**src/rtl/memory_arbiter.sv**
```systemverilog
// Arbitrates one 128-bit memory block transfer at a time between the I-cache and D-cache miss paths.
// Grant-to-grant is at least 4 cycles. A requester stalls on busywait until its one-cycle ack, and the D side wins unless I has been starved.
module memory_arbiter #(
    parameter int STARVE_LIMIT = 4
) (
    input  logic         clock,
    input  logic         reset,
    input  logic         icache_read,
    input  logic [27:0]  icache_address,
    output logic [127:0] icache_readinst,
    output logic         icache_busywait,
    input  logic         dcache_read,
    input  logic         dcache_write,
    input  logic [27:0]  dcache_address,
    input  logic [127:0] dcache_writedata,
    output logic [127:0] dcache_readdata,
    output logic         dcache_busywait,
    output logic         mem_read,
    output logic         mem_write,
    output logic [27:0]  mem_address,
    output logic [127:0] mem_writedata,
    input  logic [127:0] mem_readdata,
    input  logic         mem_busywait
);

    localparam int CW = $clog2(STARVE_LIMIT + 1);

    typedef enum logic [1:0] {IDLE, ISSUE, WAIT, DONE} state_t;

    state_t         state_q, state_d;
    logic           owner_d_q, owner_d_d;
    logic           mem_read_q, mem_read_d;
    logic           mem_write_q, mem_write_d;
    logic [27:0]    mem_address_q, mem_address_d;
    logic [127:0]   mem_writedata_q, mem_writedata_d;
    logic [127:0]   irdata_q, irdata_d;
    logic [127:0]   drdata_q, drdata_d;
    logic           ack_i_q, ack_i_d;
    logic           ack_d_q, ack_d_d;
    logic [CW-1:0]  starve_cnt_q, starve_cnt_d;

    logic req_i, req_d, starved, grant_i;

    assign req_i   = icache_read;
    assign req_d   = dcache_read | dcache_write;
    assign starved = (starve_cnt_q == CW'(STARVE_LIMIT));
    assign grant_i = req_i & (starved | ~req_d);

    always_comb begin
        state_d         = state_q;
        owner_d_d       = owner_d_q;
        mem_read_d      = mem_read_q;
        mem_write_d     = mem_write_q;
        mem_address_d   = mem_address_q;
        mem_writedata_d = mem_writedata_q;
        irdata_d        = irdata_q;
        drdata_d        = drdata_q;
        ack_i_d         = 1'b0;
        ack_d_d         = 1'b0;
        starve_cnt_d    = starve_cnt_q;

        case (state_q)
            IDLE: begin
                if (grant_i) begin
                    owner_d_d     = 1'b0;
                    mem_read_d    = 1'b1;
                    mem_write_d   = 1'b0;
                    mem_address_d = icache_address;
                    starve_cnt_d  = '0;
                    state_d       = ISSUE;
                end else if (req_d) begin
                    owner_d_d     = 1'b1;
                    mem_address_d = dcache_address;
                    // A write-back takes precedence over a read raised alongside it
                    if (dcache_write) begin
                        mem_read_d      = 1'b0;
                        mem_write_d     = 1'b1;
                        mem_writedata_d = dcache_writedata;
                    end else begin
                        mem_read_d  = 1'b1;
                        mem_write_d = 1'b0;
                    end
                    if (req_i && !starved)
                        starve_cnt_d = starve_cnt_q + CW'(1);
                    state_d = ISSUE;
                end
            end
            // Memory raises busywait only after seeing the strobe, so skip one sample
            ISSUE: state_d = WAIT;
            WAIT: begin
                if (!mem_busywait) begin
                    if (mem_read_q) begin
                        if (owner_d_q) drdata_d = mem_readdata;
                        else           irdata_d = mem_readdata;
                    end
                    mem_read_d  = 1'b0;
                    mem_write_d = 1'b0;
                    ack_i_d     = ~owner_d_q;
                    ack_d_d     = owner_d_q;
                    state_d     = DONE;
                end
            end
            DONE:    state_d = IDLE;
            default: state_d = IDLE;
        endcase
    end

    always_ff @(posedge clock) begin
        if (!reset) begin
            state_q         <= IDLE;
            owner_d_q       <= 1'b0;
            mem_read_q      <= 1'b0;
            mem_write_q     <= 1'b0;
            mem_address_q   <= '0;
            mem_writedata_q <= '0;
            irdata_q        <= '0;
            drdata_q        <= '0;
            ack_i_q         <= 1'b0;
            ack_d_q         <= 1'b0;
            starve_cnt_q    <= '0;
        end else begin
            state_q         <= state_d;
            owner_d_q       <= owner_d_d;
            mem_read_q      <= mem_read_d;
            mem_write_q     <= mem_write_d;
            mem_address_q   <= mem_address_d;
            mem_writedata_q <= mem_writedata_d;
            irdata_q        <= irdata_d;
            drdata_q        <= drdata_d;
            ack_i_q         <= ack_i_d;
            ack_d_q         <= ack_d_d;
            starve_cnt_q    <= starve_cnt_d;
        end
    end

    assign icache_readinst = irdata_q;
    assign dcache_readdata = drdata_q;
    assign icache_busywait = req_i & ~ack_i_q;
    assign dcache_busywait = req_d & ~ack_d_q;
    assign mem_read        = mem_read_q;
    assign mem_write       = mem_write_q;
    assign mem_address     = mem_address_q;
    assign mem_writedata   = mem_writedata_q;

endmodule

```
**config.mk**
```make
export PLATFORM = sky130hd
export DESIGN_NAME = memory_arbiter
export DESIGN_NICKNAME = d
export VERILOG_FILES = /design/src/rtl/memory_arbiter.sv
export SDC_FILE = /design/constraint.sdc
export NUM_CORES = 1
export LEC_CHECK = 0
export ABC_AREA = 0
export CAP_MARGIN = 10
export CORE_AREA = 2 2 290 292
export CTS_CLUSTER_DIAMETER = 200
export DETAILED_ROUTE_END_ITERATION = 12
export DIE_AREA = 0 0 292 294
export GPL_TIMING_DRIVEN = 1
export HOLD_SLACK_MARGIN = 0.02
export PLACE_DENSITY_LB_ADDON = 0.08
export SETUP_SLACK_MARGIN = 0.05
export SLEW_MARGIN = 0
export SYNTH_ARGS = -nofsm -noshare
export SYNTH_HDL_FRONTEND = slang
export SYNTH_SLANG_ARGS = --single-unit
```
**constraint.sdc**
```tcl
create_clock -name clock -period 1.75 [get_ports clock]
set_clock_uncertainty 0.05 [all_clocks]
set_input_delay 0.2625 -clock clock [delete_from_list [all_inputs] [get_ports clock]]
set_output_delay 0.2625 -clock clock [all_outputs]
set_load 0.02 [all_outputs]
```
Word-level counts from Yosys, hierarchy flattened
Index checks and enable logic that the tools add are counted.
{ "word_totals": {"input_bits": 318, "ff_bits": 422} }
{ "classes": {"add_sub_neg": 1, "eq_ne": 6, "n_bitwise": 13, "n_mux": 20, "reduce_logical": 14} }
{ "op_table": {"columns": ["op", "count"], "rows": [
  ["28-bit 2-to-1 mux", 2],
  ["4-bit AND reduction", 3],
  ["1-bit 2-to-1 mux", 9],
  ["3-bit 2-to-1 mux", 3],
  ["1-bit inverter", 8],
  ["2-bit one-hot mux with 4 select lines", 1],
  ["2-bit 2-to-1 mux", 3],
  ["3-bit AND reduction", 2],
  ["2-bit nonzero test", 3],
  ["2-bit == test (second input constant)", 2],
  ["1-bit one-hot mux with 2 select lines", 2],
  ["2-bit AND reduction", 2],
  ["3-bit by 1-bit adder with 3-bit output (second input constant)", 1],
  ["1-bit AND", 3],
  ["3-bit == test (second input constant)", 1],
  ["3-bit inequality test (second input constant)", 1],
  ["3-bit OR reduction", 1],
  ["2-bit by 1-bit == test with 1-bit output (second input constant)", 1],
  ["2-bit zero test", 1],
  ["2-bit inequality test (second input constant)", 1],
  ["1-bit bitwise OR", 2],
  ["1-bit logical AND", 1],
  ["1-bit zero test", 1]
]} }

Depth between registers and ports, before layout
{ "logic_depth": {"word_depth": 6, "ltp_mapped": 8} }

Worst setup path before layout
Ideal clock, no wire load.
{ "synth_path": {"path_type": "reg-to-reg", "startpoint": "register starve_cnt_q[0]", "endpoint": "register mem_writedata_q[0] (netlist: mem_writedata[0])", "arrival_time_ns": 1.408, "slack_ns": 0.220, "synth_period_minus_slack_ns": 1.530, "setup_ns": 0.072, "path_stages_with_launch": 9, "cell_sequence": "dfxtp_1 > inv_1 > ha_1 > nand3_2 > and3_1 > buf_2 > buf_6 > buf_6 > mux2i_1"} }
{ "synth_between": {"elab_chain_cells": 5} }
{ "synth_lines": {"columns": ["element", "line_no", "source"], "rows": [
  ["start, declared", "40", "logic [CW-1:0] starve_cnt_q, starve_cnt_d;"],
  ["start signal, assigned", "132", "starve_cnt_q <= starve_cnt_d;"],
  ["3-bit == test", "46", "assign starved = (starve_cnt_q == CW'(STARVE_LIMIT));"],
  ["1-bit bitwise OR", "47", "assign grant_i = req_i & (starved | ~req_d);"],
  ["1-bit AND", "47", null],
  ["1-bit inverter (no line)", null, null],
  ["4-bit AND reduction (no line)", null, null],
  ["end signal, assigned", "127", "mem_writedata_q <= mem_writedata_d;"],
  ["end, declared", "35", "logic [127:0] mem_writedata_q, mem_writedata_d;"]
]} }
No other way between the ends.
A chain may end at the register's enable or synchronous reset.

Final worst setup path
{ "layout_path": {"startpoint": "register drdata_q[127] (netlist: dcache_readdata[127])", "endpoint": "output port dcache_readdata[127]"} }
{ "layout_rtl": {"columns": ["element", "line_no", "source"], "rows": [
  ["start, declared", "37", "logic [127:0] drdata_q, drdata_d;"],
  ["start signal, assigned", "129", "drdata_q <= drdata_d;"],
  ["end, declared", "16", "output logic [127:0] dcache_readdata,"]
]} }
No word-level cell between the ends.

==> results.yml <==
outcome:
  run_status: "complete, no violations"
die:
  ioPinCount: 734
  core_region_area_sq_mm: 0.0829
  dieArea_sq_mm: 0.0858
  rows: 106
  start_util_pct: 18.8
  die_width_microns: 292
  die_height_microns: 294
timing:
  grt_setup_unrepaired: "yes"
  min_cycle_time_layout_ns: 1.65
  totalNegativeSetupSlack_ns: 0
  fmaxAchievable_mhz: 608
  final_setup_viols: 0
  hold_violations: 0
  relSlewSlack_pct: 75.9
  finalCritPeriodShare_pct: 94.0
  timing_worst_slew_pin_value_ns: 0.362
  holdWs_ns: 0.163
  timing_max_transition_violations_final: 0
power:
  switchingPower_mw: 8.69
  power_leakage_nw: 10.8
  clock_power_share_pct: 38.2
  power_frac_seq_pct: 38.2
  irDropWorstVdd_mv: 0.666
  comb_power_share_pct: 23.6
  swShare_pct: 30.1
  internal-power_mw: 20.2
  power_density_mw_per_mm2: 1090
routing:
  vias: 15490
  post-route-drc-count: 0
  drtPass1Iterations: 5
  route.detailed.vias_per_inst: 4.11
  routedWlPerCell_microns: 19.8
  detail_route.wirelength_mm: 74.7
  drt-initial-drc-count: 559
  final_antenna_net_count: 0
cts:
  numClockSinks: 422
  clockBufferDepth: 3
  tritoncts: "done"
  cts-htree-levels: 2
  cts_inserted_buffers: 54
  insertion_delay_to_the_later_sink_of_the_worst_skew_pair_ns: 0.60
  cts_root_buf: "sky130_fd_sc_hd__clkbuf_16"
  cts.reportedPaths.clkPinSlew_ns: 0.06
yosys:
  synth_top_cell_by_area: "sky130_fd_sc_hd__dfxtp_1"
  syn-num-nets: 2210
  synth-edff-count: 0
  post_synth_instance_area_sq_mm: 0.0156
  synth.ff_latch_count: 422
  post_synth_num_cell_types: 36
  synth_top_flop_cell: "sky130_fd_sc_hd__dfxtp_1"
  netlist_top_cells_area: "sky130_fd_sc_hd__dfxtp_1, sky130_fd_sc_hd__nand2_1, sky130_fd_sc_hd__a21oi_1, sky130_fd_sc_hd__mux2i_1, sky130_fd_sc_hd__clkbuf_1"
  proportion_of_synthesized_flip_flops_having_asynchronous_set_or_reset_pct: 0
  synth_area_per_cell_sq_um: 8.24
  fraction_of_the_yosys_area_taken_by_sequential_cells_pct: 54.3
  synth_warnings: 0
  synth_top_cell_area_share_pct: 54.3
  post_synth_inst_count: 1888
setup_path:
  crit_path_start: "dcache_readdata[127]"
  path_class: "reg -> out"
  worst-path-stages: 1
  critical_path.startpoint_type: "flip-flop"
  crit_required_ns: 1.44
  arrival_ns: 1.33
  crit_path_max_fanout: 2
  setup.worst_path.end_class: "primary output"
  timing.reg2reg.setup_slack_ns: 0.11
  worst_r2r_path_depth: 8
  cp_slowest_stage_delay_ns: 0.41
  regToRegStartpoint: "starve_cnt_q[1]"
  critical_path.endpoint: "dcache_readdata[127]"
  critical_path_buf_inv_count: 1
  dominant_delay_contributor_by_cell_family_on_the_critical_path: "buffers and inverters"
  crit-reg2reg-capture: "mem_writedata[40]"
  critical-path-slowest-cell: "sky130_fd_sc_hd__clkdlybuf4s15_1"
  worstPathCellList: "clkdlybuf4s15_1"
worst_hold_path:
  min_path_type: "in -> reg"
finish:
  post_layout_net_count: 2956
  layout_common_cells: "sky130_fd_sc_hd__nand2_1, sky130_fd_sc_hd__dfxtp_1, sky130_fd_sc_hd__clkdlybuf4s50_1, sky130_fd_sc_hd__dlygate4sd2_1, sky130_fd_sc_hd__a21oi_1"
  post-route-cell-area_sq_mm: 0.0264
  most_common_cell_after_layout_fill_and_taps_aside: "sky130_fd_sc_hd__nand2_1"
  area_growth_from_synthesis_to_final_layout_pct: 69.8
  fraction_of_layout_instances_using_a_drive_strength_above_1_pct: 9.90
placement:
  place.gp.congestion: 0.807
  place_hpwl_mm: 56.8
  total_cell_area_at_the_placement_stage_sq_mm: 0.0249
  portBuffers: 733
flow_run:
  drv.max_cap_violation_count: 0
global_routing:
  grt_first_pass_wirelength_mm: 107
  grt_pass1_vias: 15857
  grt_max_degree: 49
  antenna_violations_before_repair: 21
  grtUsageTotal_pct: 16.7
  grt.overflow.total: 0
registers in the layout, summed over array words and instances, names as in the netlist:
signal,flops
mem_writedata,128
owner_d_q,1
ack_i_q,1
mem_write,1
state_q,2
icache_readinst,128
starve_cnt_q,3
mem_address,28
dcache_readdata,128
ack_d_q,1
mem_read,1
how the worst min path moves through the flow:
stage | start | endpoint | slack [ns] | depth (start not counted)
final | dcache_writedata[2] | mem_writedata[2] | 0.16 | 3
after CTS | dcache_writedata[87] | mem_writedata[87] | 0.10 | 3
after detailed placement | dcache_readdata[34] | dcache_readdata[34] | 0.40 | 2
after global placement | dcache_readdata[111] | dcache_readdata[111] | 0.39 | 2
after floorplan | mem_busywait | ack_i_q | 0.29 | 1
after global routing | dcache_writedata[2] | mem_writedata[2] | 0.13 | 3
synth_stat cells, drive strengths merged (2+ instances only):
cell type	n
a21oi	259
a31oi	28
and4b	2
buf	69
clkbuf	81
dfxtp	422
ha	4
inv	6
mux2i	128
nand2	773
nand3	31
nor2	8
nor4b	2
o21ai	59
o2bb2ai	2
cell type report:
type                       count  area (sq um)
inverter                       6          30.0
sequential                   422          8450
timing repair buffer         840          8390
multi-input combinational   1310          6420
clock inverter                14          88.8
clock buffer                  86          1660
fill                        8871         56500
antenna                       13          32.5
tap                         1080          1350
what timing repair did:
action,in CTS,in global routing
setup endpoints to repair,431,97
hold buffers,1,0
buffers inserted,2,1
cloned,1,1
gates resized for setup,560,46
pin swaps,0,1
endpoints found under the hold margin,13,0
per-layer routing:
metal / vias up / global-route usage [%] / wire [microns]
li1: 7700 / - / -
met3: 130 / 7.05 / 6800
met2: 473 / 30.3 / 38100
met5: - / 0 / 106
met1: 7171 / 16.7 / 27100
met4: 16 / 6.91 / 2660
power groups by stage:
stage | registers [mW] | logic [mW] | clock network (mW)
6_report | 11.0 | 6.82 | 11.0
5_1_grt | 11.1 | 7.27 | 11.9
4_1_cts | 11.0 | 6.82 | 11.5
3_5_place_dp | 11.3 | 7.19 | 0
3_3_place_gp | 11.2 | 7.16 | 0
2_1_floorplan | 12.2 | 2.31 | 0
per-stage QoR:
| stage | instances | worst slack (ns) | power [mW] | util [%] |
|---|---|---|---|---|
| 6_report | 3771 | 0.104 | 28.9 | 31.9 |
| 5_1_grt | 3766 | 0.00224 | 30.3 | 31.9 |
| 4_1_cts | 3756 | 0.0377 | 29.3 | 31.8 |
| 3_5_place_dp | 3652 | -0.176 | 18.4 | 30.0 |
| 3_3_place_gp | 3652 | -0.150 | 18.4 | 30.0 |
| 2_1_floorplan | 1888 | 0.220 | 14.5 | - |
cell families (layout without fill, tap and decap cells):
| kind of cell | Yosys count | in the layout | synth area share [%] |
|---|---|---|---|
| mux | 128 | 128 | 8.23 |
| fa+ha+maj | 4 | 4 | 0.322 |
| buf+inv | 156 | 946 | 4.82 |
| compound gates | 351 | 351 | 11.7 |
| simple gates | 825 | 825 | 20.6 |
| xor+xnor | 2 | 2 | 0.113 |
| other cells | 0 | 13 | 0 |
| flops | 422 | 422 | 54.3 |
Power figures use the tool's default switching activity.
